<file path="config.mk">
export PLATFORM = sky130hd
export DESIGN_NAME = ram_dma_arbiter
export DESIGN_NICKNAME = d
export VERILOG_FILES = /design/src/rtl/ram_dma_arbiter.sv
export SDC_FILE = /design/constraint.sdc
export NUM_CORES = 1
export LEC_CHECK = 0
export BUFFER_PORTS_ARGS = -buffer_cell sky130_fd_sc_hd__buf_2
export CORE_AREA = 2 2 77 79
export DETAILED_ROUTE_END_ITERATION = 10
export DIE_AREA = 0 0 79 81
export PLACE_DENSITY_LB_ADDON = 0.15
export SLEW_MARGIN = 20
export SYNTH_ARGS = -nofsm -noshare
export SYNTH_HDL_FRONTEND = slang
export SYNTH_SLANG_ARGS = --single-unit
</file>
<file path="constraint.sdc">
create_clock -name clk -period 1.7 [get_ports clk]
set_input_delay 0.085 -clock clk [delete_from_list [all_inputs] [get_ports clk]]
set_output_delay 0.085 -clock clk [all_outputs]
set_load 0.02 [all_outputs]
</file>
<file path="src/rtl/ram_dma_arbiter.sv">
// ram_dma_arbiter
//   Shares the single-port RAM between the tv80 CPU and one DMA requester.
//   The bus is obtained with the Z80 busrq_n/busak_n handshake. Bursts are
//   bounded to MAX_BURST beats, and then the bus is handed back to the CPU.
//   The RAM control, address and data pins are multiplexed combinationally.
//
// Ports
//   clk, aresetn            CPU clock; asynchronous active-low reset
//   cpu_busrq_n/busak_n     bus request to / acknowledge from the tv80
//   cpu_ramrd/ramwr/addr/dout  CPU-side RAM access
//   dma_req/we/last/addr/wdata  DMA beat request
//   dma_gnt/ack             bus owned by DMA / beat accepted this cycle
//   dma_rdata/rvalid        read return, one cycle after the read beat
//   dma_err                 one-cycle pulse on bus-acknowledge timeout
//   ram_ce/wre/ad/din/dout  RAM macro pins (ram_dout has 1-cycle latency)
//
// Build option
//   ARB_TIMEOUT_EN  when defined, REQ gives up after ACK_TIMEOUT cycles
//                   without busak_n, pulses dma_err and releases the bus.
module ram_dma_arbiter #(
  parameter int ADDR_W      = 16,
  parameter int MAX_BURST   = 16,
  parameter int ACK_TIMEOUT = 255
) (
  input  logic              clk,
  input  logic              aresetn,
  output logic              cpu_busrq_n,
  input  logic              cpu_busak_n,
  input  logic              cpu_ramrd,
  input  logic              cpu_ramwr,
  input  logic [ADDR_W-1:0] cpu_addr,
  input  logic [7:0]        cpu_dout,
  input  logic              dma_req,
  input  logic              dma_we,
  input  logic              dma_last,
  input  logic [ADDR_W-1:0] dma_addr,
  input  logic [7:0]        dma_wdata,
  output logic              dma_gnt,
  output logic              dma_ack,
  output logic [7:0]        dma_rdata,
  output logic              dma_rvalid,
  output logic              dma_err,
  output logic              ram_ce,
  output logic              ram_wre,
  output logic [ADDR_W-1:0] ram_ad,
  output logic [7:0]        ram_din,
  input  logic [7:0]        ram_dout
);

  typedef enum logic [2:0] {IDLE, REQ, GRANT, DRAIN, RELEASE} state_t;

`ifdef ARB_TIMEOUT_EN
  localparam bit TimeoutEn = 1'b1;
`else
  localparam bit TimeoutEn = 1'b0;
`endif

  localparam logic [7:0] MaxBurst   = 8'(MAX_BURST);
  localparam logic [7:0] AckTimeout = 8'(ACK_TIMEOUT);

  state_t     state, nextState;
  logic [7:0] beatCnt;
  logic [7:0] reqCnt;
  logic [7:0] rdataHold;
  logic       beat;
  logic       burstEnd;
  logic       timeout;
  logic       retryBlock;

  assign beat     = (state == GRANT) && dma_req;
  assign burstEnd = beat && (dma_last || (beatCnt == MaxBurst - 8'd1));
  assign timeout  = TimeoutEn && (state == REQ) && cpu_busak_n && (reqCnt == AckTimeout);

  // State register
  always_ff @(posedge clk or negedge aresetn) begin
    if (!aresetn) state <= IDLE;
    else          state <= nextState;
  end

  // Next-state logic
  always_comb begin
    nextState = state;
    case (state)
      IDLE:    if (dma_req && !retryBlock) nextState = REQ;
      REQ: begin
        if (!cpu_busak_n)  nextState = GRANT;
        else if (!dma_req) nextState = RELEASE;
        else if (timeout)  nextState = RELEASE;
      end
      GRANT:   if (!dma_req || burstEnd) nextState = DRAIN;
      DRAIN:   nextState = RELEASE;
      RELEASE: if (cpu_busak_n) nextState = IDLE;
      default: nextState = IDLE;
    endcase
  end

  // Outputs and RAM pin multiplexer
  always_comb begin
    cpu_busrq_n = 1'b1;
    dma_gnt     = 1'b0;
    dma_ack     = 1'b0;
    dma_err     = 1'b0;
    ram_ce      = cpu_ramrd | cpu_ramwr;
    ram_wre     = cpu_ramwr;
    ram_ad      = cpu_addr;
    ram_din     = cpu_dout;
    case (state)
      REQ: begin
        cpu_busrq_n = 1'b0;
        dma_err     = timeout;
      end
      GRANT: begin
        cpu_busrq_n = 1'b0;
        dma_gnt     = 1'b1;
        dma_ack     = dma_req;
        ram_ce      = dma_req;
        ram_wre     = dma_req & dma_we;
        ram_ad      = dma_addr;
        ram_din     = dma_wdata;
      end
      DRAIN: begin
        // Bus still held so the last read's data can come back.
        cpu_busrq_n = 1'b0;
        ram_ce      = 1'b0;
        ram_wre     = 1'b0;
        ram_ad      = dma_addr;
        ram_din     = dma_wdata;
      end
      default: ;
    endcase
  end

  // Beat counter: held at zero while waiting in REQ so every grant starts
  // from zero; saturates at MAX_BURST.
  always_ff @(posedge clk or negedge aresetn) begin
    if (!aresetn)                         beatCnt <= '0;
    else if (state == REQ)                beatCnt <= '0;
    else if (beat && beatCnt != MaxBurst) beatCnt <= beatCnt + 8'd1;
  end

  // Bus-acknowledge wait counter; only consulted when the timeout is built in.
  always_ff @(posedge clk or negedge aresetn) begin
    if (!aresetn)                 reqCnt <= '0;
    else if (state != REQ)        reqCnt <= '0;
    else if (reqCnt != AckTimeout) reqCnt <= reqCnt + 8'd1;
  end

  // After a timeout the requester must drop dma_req before it can retry.
  always_ff @(posedge clk or negedge aresetn) begin
    if (!aresetn)      retryBlock <= 1'b0;
    else if (timeout)  retryBlock <= 1'b1;
    else if (!dma_req) retryBlock <= 1'b0;
  end

  // Read return: RAM output is already registered, so the data is passed
  // straight through in the valid cycle and held afterwards.
  always_ff @(posedge clk or negedge aresetn) begin
    if (!aresetn) begin
      dma_rvalid <= 1'b0;
      rdataHold  <= '0;
    end else begin
      dma_rvalid <= beat & ~dma_we;
      if (dma_rvalid) rdataHold <= ram_dout;
    end
  end

  assign dma_rdata = dma_rvalid ? ram_dout : rdataHold;

endmodule

</file>
* Yosys cells after proc, flatten, opt, wreduce, memory -nomap -nowiden
Cells that the tools add are included.
Storage, ports and cells: register bits 20, input port bits 64, output and inout port bits 39, logic and storage cells 46
Operators by class: $add $sub $neg 1, equality and inequality tests 10, muxes and demuxes 16, bitwise logic cells 4, reductions and logical operators 11
Operator list (count):
- two-way mux 8 bit | 4
- two-way mux 16 bit | 1
- two-way mux 3 bit | 5
- one-hot mux 3 bit (5 select lines) | 1
- adder 8 x 1 -> 8 bit (second input constant) | 1
- == test 8 x 4 -> 1 bit (second input constant) | 1
- != test 8 x 5 -> 1 bit (second input constant) | 1
- == test 3 x 2 -> 1 bit (second input constant) | 2
- != test 2 bit (second input constant) | 2
- one-hot mux 1 bit (2 select lines) | 2
- AND reduction 4 bit | 1
- == test 3 x 1 -> 1 bit (second input constant) | 1
- == test 3 bit (second input constant) | 1
- logical AND 1 bit | 3
- zero test 3 bit | 1
- two-way mux 1 bit | 3
- != test 3 bit (second input constant) | 1
- OR reduction 3 bit | 1
- AND 1 bit | 2
- logical OR 1 bit | 2
- != test 2 x 1 -> 1 bit (second input constant) | 1
- nonzero test 2 bit | 1
- OR reduction 2 bit | 1
- zero test 1 bit | 1
- other kinds (2) | 2

* Longest topological paths before layout
word-level depth 6, gate-level depth with buffers 5, depth with buffers taken out 5

* Worst setup path after synthesis
OpenSTA, ideal clock, no wires.
kind register -> register, start register beatCnt[5], end register beatCnt[1], library setup time 0.125 ns, arrival time 1.443 ns, data required time 1.575 ns, path slack 0.132 ns, cell stages (with the launch flop) 4, buffers on the path 0, clock period less this slack 1.568 ns, cells stage by stage dfrtp_1 > or3_4 > o41ai_4 > mux2_4
Between the ends: longest elaborated chain between the ends 3
Ends and longest elaborated chain:
- start: declaration | RTL line 62 | logic [7:0] beatCnt;
- start signal: assignment | RTL line 138 | else if (beat && beatCnt != MaxBurst) beatCnt <= beatCnt + 8'd1;
- != test 8 x 5 -> 1 bit | RTL line 138
- logical AND 1 bit | RTL line 138
- nonzero test 2 bit (no line)
No other way between the ends. A chain may end at the register's enable or synchronous reset.

* Worst setup path in the final report
Same ends and word-level chain as after synthesis.

==> out/results.ini <==
[critical_path]
cpPeakStageDelay_ns = 0.42
worstSetupPathType = flip-flop to flip-flop
cp_cell_sequence = or3_4 -> o41ai_4 -> mux2_4
crit_path_end_kind = flip-flop
ff2ff_setup_slack_ns = 0.06
cpMaxStageDelayCell = or3_4
arrival_ns = 1.78
required_ns = 1.85
start_kind = flip-flop
path_max_fanout = 4

[status]
status = finished, final reports clean

[yosys]
synthDistinctLibCells = 35
synth_edf_count = 0
postSynth.asyncResetShare = 1.00
ys_seq_area_frac = 0.374
ys_ff_latch = 20
synth.avg_cell_area_um2 = 11.0
synth_area_um2 = 1340
ys.flop_type = dfrtp_1
ys_warn_count = 0
syn_inst = 122
syn-num-nets = 188

[die]
fp-row-count = 28
initial_core_util = 0.236
fp.coreArea_um2 = 5680
die_area_um2 = 6400
pin_count = 103
die_x_um = 79
die_h_um = 81

[power]
seq_power_share = 0.257
netSwitchingPower_uw = 1170
comb_power_share = 0.611
power.leakage_uw = 0.00102
p_per_area_nw_per_um2 = 1370
ir_drop_mv = 0.396
switching_share = 0.420
cellInternalPower_uw = 1610
p_clk_frac = 0.132

[grt]
grt_pass1_wl_um = 5480
grtUsageTotal = 0.109
gr-total-overflow = 0
grt_max_degree = 21
grt_pass1_vias = 1179
antenna_found_initial = 0

[sta]
timing.fmax_mhz = 611
period_minus_slack_ns = 1.64
clock_skew_ns = 0.00248
setup_viol = 0
worst_hold_slack_ns = 0.0149
final_max_slew_viol_count = 0
grt_setup_unrepaired = true
fin_ws_ns = 0.0644
hold_viol_final = 0
min_period_over_period = 0.962

[route]
drc = 0
drt_iter0_drc = 68
routed_wl_um = 3760
first_pass_iters = 4
routed_via_density = 4.42
routed-via-count = 1344
post_drt_wl_per_cell_um = 12.4
postRouteAntennaNets = 0

[cts]
clk_latency_ns = 0.26
cts_inserted_buffers = 3
clk_pin_slew_ns = 0.08
htree_levels = 1
cts_buffer_depth = 2
cts_sinks = 20
tritoncts = done
cts_root_buffer = clkbuf_8

[min_path]
holdCritPathClass = primary input to flip-flop

[flow_run]
cap_violations = 0

[finish]
layout.nets = 296
final_cell_mix = buf_2, mux2_2, dfrtp_1
layout-drive-gt1-share = 0.668
fillers = 594
area_delta_synth_final_pct = 51.5
antenna_cells = 0
fin_area_um2 = 2030
final_cells = 304
layout_commonest_cell = buf_2

[place]
dp.cells = 297
hpwl_um = 3070
pre_cts_slack_ns = 0.0745
port_buffers = 101
dpl_cell_area_um2 = 1940
gp_congestion = 0.691

## synth_stat cells (2+ instances only)
cell       n  area (um2)
o31ai_1    2        15.0
nand3_1    2        10.0
ha_1       2        25.0
or3_1      2        12.5
a21oi_1    5        25.0
nor2_1     6        22.5
dfrtp_1   20         500
buf_2      5        25.0
o21ai_0    4        20.0
or4_1      2        15.0
mux2_2    32         360
nor4_1     2        12.5
nand2b_1   4        25.0
inv_1      7        26.3
mux2i_1    3        30.0
nand2_1    5        18.8
## timing repair
action	CTS	global route
endpoints found under the setup margin	18	7
buffers inserted	2	0
hold endpoints to repair	20	0
pin swaps	0	0
hold buffers	1	0
gates resized for setup	2	0
## critical path, delay by kind of cell (launching register included)
| family | cells | cell delay [ns] |
|---|---|---|
| compound gates | 1 | 0.37 |
| flops | 1 | 0.41 |
| mux | 1 | 0.33 |
| simple gates | 1 | 0.42 |
## logic make-up after synthesis
family | Yosys count | synth area share
buffers and inverters | 15 | 0.0552
muxes | 36 | 0.303
other | 1 | 0.00280
and+or+nand+nor | 30 | 0.144
AOI/OAI and AO/OA | 18 | 0.102
DFF | 20 | 0.374
adders and majority gates | 2 | 0.0187
## power by group through the flow
stage	combinational, uW	sequential (uW)	clock (uW)
2_1_floorplan	1180	693	0
3_3_place_gp	1680	735	0
3_5_place_dp	1670	741	0
4_1_cts	1730	718	382
5_1_grt	1850	741	399
6_report	1700	716	366
## stage by stage
step                      power, uW  setup TNS [ns]  utilization
after floorplan                1870               0            -
after global placement         2410               0        0.342
final                          2780               0        0.357
after detailed placement       2420               0        0.342
after CTS                      2830               0        0.357
after global routing           2990         -0.0235        0.357
## routing by layer
metal,track usage,wire length (um)
met1,0.122,1440
met2,0.193,1850
met3,0.0344,426
met4,0.0448,43
met5,0,0
## final timing paths
| path | startpoint | endpoint | depth (start not counted) |
|---|---|---|---|
| max in group asynchronous | aresetn | state[1] | 2 |
| worst max-delay path | beatCnt[5] | beatCnt[1] | 3 |
| worst max register to register | beatCnt[5] | beatCnt[1] | 3 |
| worst min register to register | rdataHold[7] | rdataHold[7] | 1 |
| worst min-delay path | dma_we | dma_rvalid | 2 |
| min in group asynchronous | aresetn | rdataHold[5] | 2 |
## registers in the layout, indices dropped and copies added, names as in the netlist
register / cells
state: 3
beatCnt: 8
dma_rvalid: 1
rdataHold: 8
## layout make-up
type / instances / area [um2] / share of cell area
flip-flops and latches: 20 / 502 / 0.248
repair buffers: 111 / 587 / 0.290
inverters: 7 / 26.3 / 0.0130
clock buffers: 4 / 55.1 / 0.0272
well taps: 75 / 93.8 / 0.0463
multi-input cells: 87 / 763 / 0.377
(Power assumes the default switching activity.)
